## config.mk

```make
export PLATFORM = sky130hd
export DESIGN_NAME = alu_issue_ctrl
export DESIGN_NICKNAME = d
export VERILOG_FILES = /design/src/rtl/alu_issue_ctrl.sv
export SDC_FILE = /design/constraint.sdc
export NUM_CORES = 1
export LEC_CHECK = 0
export CAP_MARGIN = 20
export CORE_AREA = 2 2 102 104
export DETAILED_ROUTE_END_ITERATION = 10
export DIE_AREA = 0 0 104 106
export PLACE_DENSITY = 0.9
export SETUP_SLACK_MARGIN = 0.3
export SYNTH_ARGS = -nofsm -noshare
export SYNTH_HDL_FRONTEND = slang
export SYNTH_SLANG_ARGS = --single-unit
```

## constraint.sdc

```tcl
create_clock -name clk -period 3.3 [get_ports clk]
set_input_delay 0.33 -clock clk [delete_from_list [all_inputs] [get_ports clk]]
set_output_delay 0.33 -clock clk [all_outputs]
set_load 0.005 [all_outputs]
```

## src/rtl/alu_issue_ctrl.sv

```systemverilog
// ID->EX issue stage: ALU control decode, operand select/forward, ID/EX register and FP hold-off FSM.
// Optional feature macro: FWD_EN (MEM/WB -> ID operand forwarding); default build issues register-file data directly.
module alu_issue_ctrl #(
  parameter int XLEN   = 32,
  parameter int RA_W   = 5,
  parameter int FP_LAT = 4
) (
  input  logic            clk,
  input  logic            reset,
  input  logic            id_valid,
  output logic            id_ready,
  input  logic            flush,
  input  logic [1:0]      ALUOp,
  input  logic [2:0]      funct3,
  input  logic            funct7b5,
  input  logic            opb5,
  input  logic            ALUSrc,
  input  logic [RA_W-1:0] rs1,
  input  logic [RA_W-1:0] rs2,
  input  logic [XLEN-1:0] rs1_data,
  input  logic [XLEN-1:0] rs2_data,
  input  logic [XLEN-1:0] imm,
  input  logic [RA_W-1:0] mem_rd,
  input  logic            mem_regwrite,
  input  logic [XLEN-1:0] mem_result,
  input  logic [RA_W-1:0] wb_rd,
  input  logic            wb_regwrite,
  input  logic [XLEN-1:0] wb_result,
  output logic            ex_valid,
  output logic [XLEN-1:0] a,
  output logic [XLEN-1:0] b,
  output logic [2:0]      ALUControl,
  output logic            fp_op,
  output logic            fp_busy,
  output logic            fp_done
);

  localparam int CNT_W = 4;

  typedef enum logic [0:0] {
    RUN     = 1'b0,
    FP_WAIT = 1'b1
  } state_t;

  typedef enum logic [2:0] {
    ALU_ADD  = 3'd0,
    ALU_SUB  = 3'd1,
    ALU_AND  = 3'd2,
    ALU_OR   = 3'd3,
    ALU_SLT  = 3'd5,
    ALU_PASS = 3'd7
  } alu_ctrl_t;

  if (FP_LAT < 1 || FP_LAT > 15) begin : g_bad_fp_lat
    $error("alu_issue_ctrl: FP_LAT must be in 1..15");
  end

  state_t          state, state_nxt;
  logic [CNT_W-1:0] cnt, cnt_nxt;
  logic            accept;
  alu_ctrl_t       dec_ctrl;
  logic            dec_fp;
  logic [XLEN-1:0] fwd_a, fwd_b, opnd_b;

  // ---------------------------------------------------------------------------
  // ALU control decode
  // ---------------------------------------------------------------------------
  // NOTE: every signal driven in an always_comb gets a default first; a path
  // that leaves one unassigned would infer a latch.
  always_comb begin
    dec_ctrl = ALU_ADD;
    dec_fp   = 1'b0;
    unique case (ALUOp)
      2'b00: dec_ctrl = ALU_ADD;
      2'b01: dec_ctrl = ALU_SUB;
      2'b10: begin
        unique case (funct3)
          3'b000:  dec_ctrl = (funct7b5 && opb5) ? ALU_SUB : ALU_ADD;
          3'b010:  dec_ctrl = ALU_SLT;
          3'b110:  dec_ctrl = ALU_OR;
          3'b111:  dec_ctrl = ALU_AND;
          default: dec_ctrl = ALU_ADD;
        endcase
      end
      2'b11: begin
        dec_ctrl = ALU_AND;
        dec_fp   = 1'b1;
      end
      default: dec_ctrl = ALU_ADD;
    endcase
  end

  // ---------------------------------------------------------------------------
  // Operand selection
  // ---------------------------------------------------------------------------
`ifdef FWD_EN
  // MEM is the younger producer, so it wins over WB; x0 is never forwarded.
  always_comb begin
    fwd_a = rs1_data;
    if (mem_regwrite && (mem_rd == rs1) && (mem_rd != '0))
      fwd_a = mem_result;
    else if (wb_regwrite && (wb_rd == rs1) && (wb_rd != '0))
      fwd_a = wb_result;
  end

  always_comb begin
    fwd_b = rs2_data;
    if (mem_regwrite && (mem_rd == rs2) && (mem_rd != '0))
      fwd_b = mem_result;
    else if (wb_regwrite && (wb_rd == rs2) && (wb_rd != '0))
      fwd_b = wb_result;
  end
`else
  assign fwd_a = rs1_data;
  assign fwd_b = rs2_data;

  logic unused_fwd_inputs;
  assign unused_fwd_inputs = ^{rs1, rs2, mem_rd, mem_regwrite, mem_result,
                               wb_rd, wb_regwrite, wb_result};
`endif

  assign opnd_b = ALUSrc ? imm : fwd_b;

  // ---------------------------------------------------------------------------
  // Issue FSM: RUN accepts; FP_WAIT holds off issue while the FPA completes
  // ---------------------------------------------------------------------------
  // NOTE: sequential state uses non-blocking assignments so every register
  // samples the pre-edge values regardless of statement order.
  always_ff @(posedge clk or posedge reset) begin
    if (reset) begin
      state <= RUN;
      cnt   <= '0;
    end else begin
      state <= state_nxt;
      cnt   <= cnt_nxt;
    end
  end

  always_comb begin
    state_nxt = state;
    cnt_nxt   = cnt;
    id_ready  = 1'b0;
    accept    = 1'b0;
    fp_busy   = 1'b0;
    fp_done   = 1'b0;

    unique case (state)
      RUN: begin
        id_ready = !flush;
        accept   = id_valid && id_ready;
        if (accept && dec_fp) begin
          state_nxt = FP_WAIT;
          cnt_nxt   = CNT_W'(FP_LAT - 1);
        end
      end
      FP_WAIT: begin
        fp_busy = 1'b1;
        if (cnt == '0) begin
          fp_done   = !flush;
          state_nxt = RUN;
        end else begin
          cnt_nxt = cnt - 1'b1;
        end
      end
      default: state_nxt = RUN;
    endcase

    // A squash abandons any pending FP wait without signalling completion.
    if (flush) begin
      state_nxt = RUN;
      cnt_nxt   = '0;
    end
  end

  // ---------------------------------------------------------------------------
  // ID/EX boundary register
  // ---------------------------------------------------------------------------
  // NOTE: the operand/control registers are reset too, because the reset value
  // of every output is visible to EX and must be defined, not left as X.
  always_ff @(posedge clk or posedge reset) begin
    if (reset) begin
      ex_valid   <= 1'b0;
      a          <= '0;
      b          <= '0;
      ALUControl <= 3'd0;
      fp_op      <= 1'b0;
    end else begin
      ex_valid <= accept;
      if (accept) begin
        a          <= fwd_a;
        b          <= opnd_b;
        ALUControl <= dec_ctrl;
        fp_op      <= dec_fp;
      end else if (flush) begin
        fp_op <= 1'b0;
      end
    end
  end

endmodule

```

After elaboration in Yosys (flattened, before gate mapping)
Index checks and enable logic that the tools add are counted.
{"block": "op_classes", "n_eq_ne": 8, "n_mux": 20, "reduce_logical": 9, "addsub": 1, "bitwise_logic": 1}
{"operator": "$mux 32", "n": 1}
{"operator": "$pmux 3 s4", "n": 2}
{"operator": "$mux 1", "n": 12}
{"operator": "$mux 4", "n": 3}
{"operator": "$pmux 4 s2", "n": 1}
{"operator": "$eq 3x3->1 const B", "n": 2}
{"operator": "$ne 3x3->1 const B", "n": 2}
{"operator": "$eq 2x2->1 const B", "n": 2}
{"operator": "$logic_not 4->1", "n": 1}
{"operator": "$sub 4x1->4 const B", "n": 1}
{"operator": "$eq 3x2->1 const B", "n": 1}
{"operator": "$logic_and 1x1->1", "n": 3}
{"operator": "$logic_not 3->1", "n": 1}
{"operator": "$eq 2x1->1 const B", "n": 1}
{"operator": "$logic_not 2->1", "n": 1}
{"operator": "$pmux 1 s2", "n": 1}
{"operator": "$reduce_and 2->1", "n": 1}
{"operator": "$reduce_bool 2->1", "n": 1}
{"operator": "$logic_not 1->1", "n": 1}
{"operator": "$not 1->1", "n": 1}
{"block": "totals", "input_bits": 194, "word_cells": 46, "regBits": 74}

Logic depth before layout (Yosys ltp)
{"block": "depth", "word_depth": 6, "depth_mapped": 8, "ltp_nobuf": 5}

Worst setup path before layout
No wires, ideal clock.
{"block": "synth_path", "path_kind": "register -> register", "from": "reg cnt[0]", "to": "reg cnt[0]", "synth_period_minus_slack_ns": 1.535, "required_time_ns": 3.218, "slack_ns": 1.765, "path_buffers": 0, "arrival_time_ns": 1.453, "stages_incl_launch_ff": 6, "setup_ns": 0.082, "path_cell_list": "dfrtp_1 -> inv_1 -> ha_1 -> or3b_2 -> a31o_2 -> a31oi_1"}
{"block": "synth_via", "elab_chain_len": 4, "elab_cells_between_ends": 7}
{"element": "start, declared", "line": "59", "source": "logic [CNT_W-1:0] cnt, cnt_nxt;"}
{"element": "start signal, assigned", "line": "135", "source": "cnt <= cnt_nxt;"}
{"element": "$sub 4x1->4", "line": "162", "source": "cnt_nxt = cnt - 1'b1;"}
{"element": "$mux 4", "line": "158", "source": "if (cnt == '0) begin"}
{"element": "$pmux 4 s2", "line": "147", "source": "unique case (state)"}
{"element": "$mux 4", "line": "169", "source": "if (flush) begin"}
Several ways; a longest one is shown, not always the timed one. The select of a mux whose other input is x is not followed.
A chain may end at the register's enable or synchronous reset.

Worst setup path in the final report
{"block": "layout_path", "from": "reg cnt[0]", "to": "out fp_done"}
{"block": "layout_via", "elab_chain_len": 3}
{"element": "$logic_not 4->1", "line": "158"}
{"element": "$mux 1", "line": "158"}
{"element": "$mux 1", "line": "147"}
{"element": "end, declared", "line": "35", "source": "output logic fp_done"}
Every way passes these cells.

==> impl_metrics.yaml <==
min_path:
  hp-class: "in -> async"
sta:
  slew_violations: 0
  hold_viol: 0
  finalCritPeriodShare_pct: 72.4
  max_slew.worst_pin.slew_ns: 0.907
  rsz0062_at_grt: "false"
  worst_slew_margin_rel_pct: 39.5
  fmax_ghz: 0.419
  finalWorstSetupSlack_ns: 0.911
  whs_ns: 0.439
  finalSetupViolCount: 0
  period_needed_ns: 2.39
  fin_setup_tns_ns: 0
  fin_skew_ns: 0.00742
grt:
  gr-usage-met1_pct: 18.3
  track_usage_pct: 16.2
  grt_max_degree: 102
  top_usage_layer: "met2"
  antenna_found_initial: 0
  grt-ovfl-total: 0
  grt_pass1_vias: 3042
  grt_use_met3_pct: 5.21
  grt_pass1_wl_microns: 14400
  grt_use_met2_pct: 28.5
power_and_ir_drop:
  powerDensity_nw_per_um2: 480
  power.leakage_nw: 2.44
  power_w: 0.00256
  ir_worst_vdd_uv: 218
synth:
  synth_top_area_share_pct: 57.5
  syn_avg_cell_area_sq_um: 9.67
  yosysWarningCount: 0
  ys_seq_area_share_pct: 57.5
  syn-cell-area_sq_um: 3220
  synth.distinct_cells: 27
  synth_enable_flop_cells: 0
  syn_nets: 529
  synth_area_leader_cell: "dfrtp_1"
  synthCells: 333
  synthArstFlopShare_pct: 100
  synth-seq-cells: 74
  synthFlopType: "dfrtp_1"
  yosys-top-cells-area: "dfrtp_1 (58%), nand2_1 (15%), mux2i_1 (9.9%)"
routing:
  drc: 0
  vias: 2901
  routed_via_density: 4.50
  drtAntennaViolNets: 0
  drt_iter0_drc: 80
  route.final.wire_length_microns: 8680
  drt-wirelength-per-cell_microns: 13.5
  dr.pass1.iters: 4
floorplan:
  floorplan.initialDensity_pct: 32.2
  rows: 37
  pin_count: 266
  die_w_microns: 104
  die_h_microns: 106
  core_sq_um: 10000
  die_area_sq_um: 11000
worst_setup_path:
  path_class: "reg -> out"
  crit_chain: "inv_1 > ha_1 > nand2b_1 > nor4b_1 > clkdlybuf4s50_1"
  worstPathArrival_ns: 2.06
  cp-end-kind: "primary output"
  critPathLaunchType: "flop"
  crit_buf_inv: 2
  cp_max_fo: 3
  max_stage_delay_ns: 0.60
  required_ns: 2.97
  crit_family: "buffers and inverters"
  cpMaxStageDelayCell: "clkdlybuf4s50_1"
cts:
  cts_made_buffers: 9
  root_buffer: "clkbuf_8"
  clockBufferDepth: 2
  cts.hold.buffers_added: 0
  clock-sinks: 74
  cts.repair.resized: 0
  cts_tree: "built"
  h-tree-depth: 3
  clkLatencyLatePin_ns: 0.34
  postCtsSetupRepairBufs: 0
  clk_pin_slew_ns: 0.07
flow_run:
  maxCapViolCount: 0
placement:
  dp_cells: 629
  numPortBuffers: 179
  post-place-ws_ns: 0.902
  dp_hpwl_microns: 6530
  gp_congestion: 0.752
cells_and_area:
  final_common_cell: "clkdlybuf4s50_1"
  drive_gt1_share_pct: 4.72
  antenna-diode-count: 0
  final_cell_mix: "clkdlybuf4s50_1 (178), nand2_1 (132), dfrtp_1 (74)"
  nNetsFinal: 700
  stdcell_count: 644
  area_growth_pct: 66.0
outcome:
  status: "complete, no violations"
-- worst paths after layout --
path / to / cells past startpoint / slack, ns / startpoint
worst max-delay path: fp_done / 5 / 0.91 / cnt[0]$_DFFE_PP0P_
worst min-delay path: b[6]$_DFFE_PP0P_ / 2 / 0.44 / reset
worst max register to register: ALUControl[1]$_DFFE_PP0P_ / 4 / 1.34 / state$_DFF_PP0_
worst min register to register: a[7]$_DFFE_PP0P_ / 2 / 0.47 / a[7]$_DFFE_PP0P_
max in group asynchronous: a[14]$_DFFE_PP0P_ / 3 / 2.18 / reset
min in group clk: a[7]$_DFFE_PP0P_ / 2 / 0.47 / a[7]$_DFFE_PP0P_
-- kinds of logic after synthesis --
logic type      Yosys count  share of synthesized area [%]
mux                      32                           9.95
compound gates           46                           7.73
fa+ha+maj                 2                          0.777
buf+inv                  25                           4.00
flops                    74                           57.5
simple gates            154                           20.0
-- sequential cells by signal, summed over array words and instances (netlist names) --
signal	count
ALUControl	3
cnt	4
fp_op	1
state	1
b	32
ex_valid	1
a	32
-- report_power, final --
group,switching [W],total [W],internal (W)
Clock,0.000318,0.000893,0.000575
Combinational,0.000210,0.000586,0.000376
Sequential,0.0000617,0.00109,0.00102
Total,0.000590,0.00256,0.00197
-- stage by stage --
step           area [sq um]  util (%)
2_1_floorplan          3220         -
4_1_cts                5350      53.5
3_3_place_gp           5090      50.9
5_1_grt                5350      53.5
6_report               5350      53.5
3_5_place_dp           5090      50.9
-- per-layer routing --
layer | wire length (microns) | up-vias
met5 | 0 | -
met4 | 124 | 0
met2 | 4330 | 110
met1 | 3580 | 1345
met3 | 649 | 14
li1 | - | 1432
-- synthesized netlist by cell type (3+ instances only) --
| library cell | count |
|---|---|
| nand2_1 | 132 |
| dfrtp_1 | 74 |
| o21ai_0 | 33 |
| mux2i_1 | 32 |
| clkbuf_1 | 12 |
| a31oi_1 | 6 |
| nor2_1 | 5 |
| buf_2 | 4 |
| buf_6 | 3 |
| inv_1 | 3 |
| nand3_1 | 3 |
| nor2b_1 | 3 |
-- layout make-up --
| cell class | count | area, sq um |
|---|---|---|
| fillers | 891 | 4650 |
| inverters | 4 | 15.0 |
| multi-input cells | 234 | 1240 |
| well taps | 136 | 170 |
| flip-flops and latches | 74 | 1850 |
| clock buffers | 10 | 128 |
| clock inverters | 5 | 128 |
| repair buffers | 181 | 1810 |
Note: power is estimated with default switching activity, not from simulation.
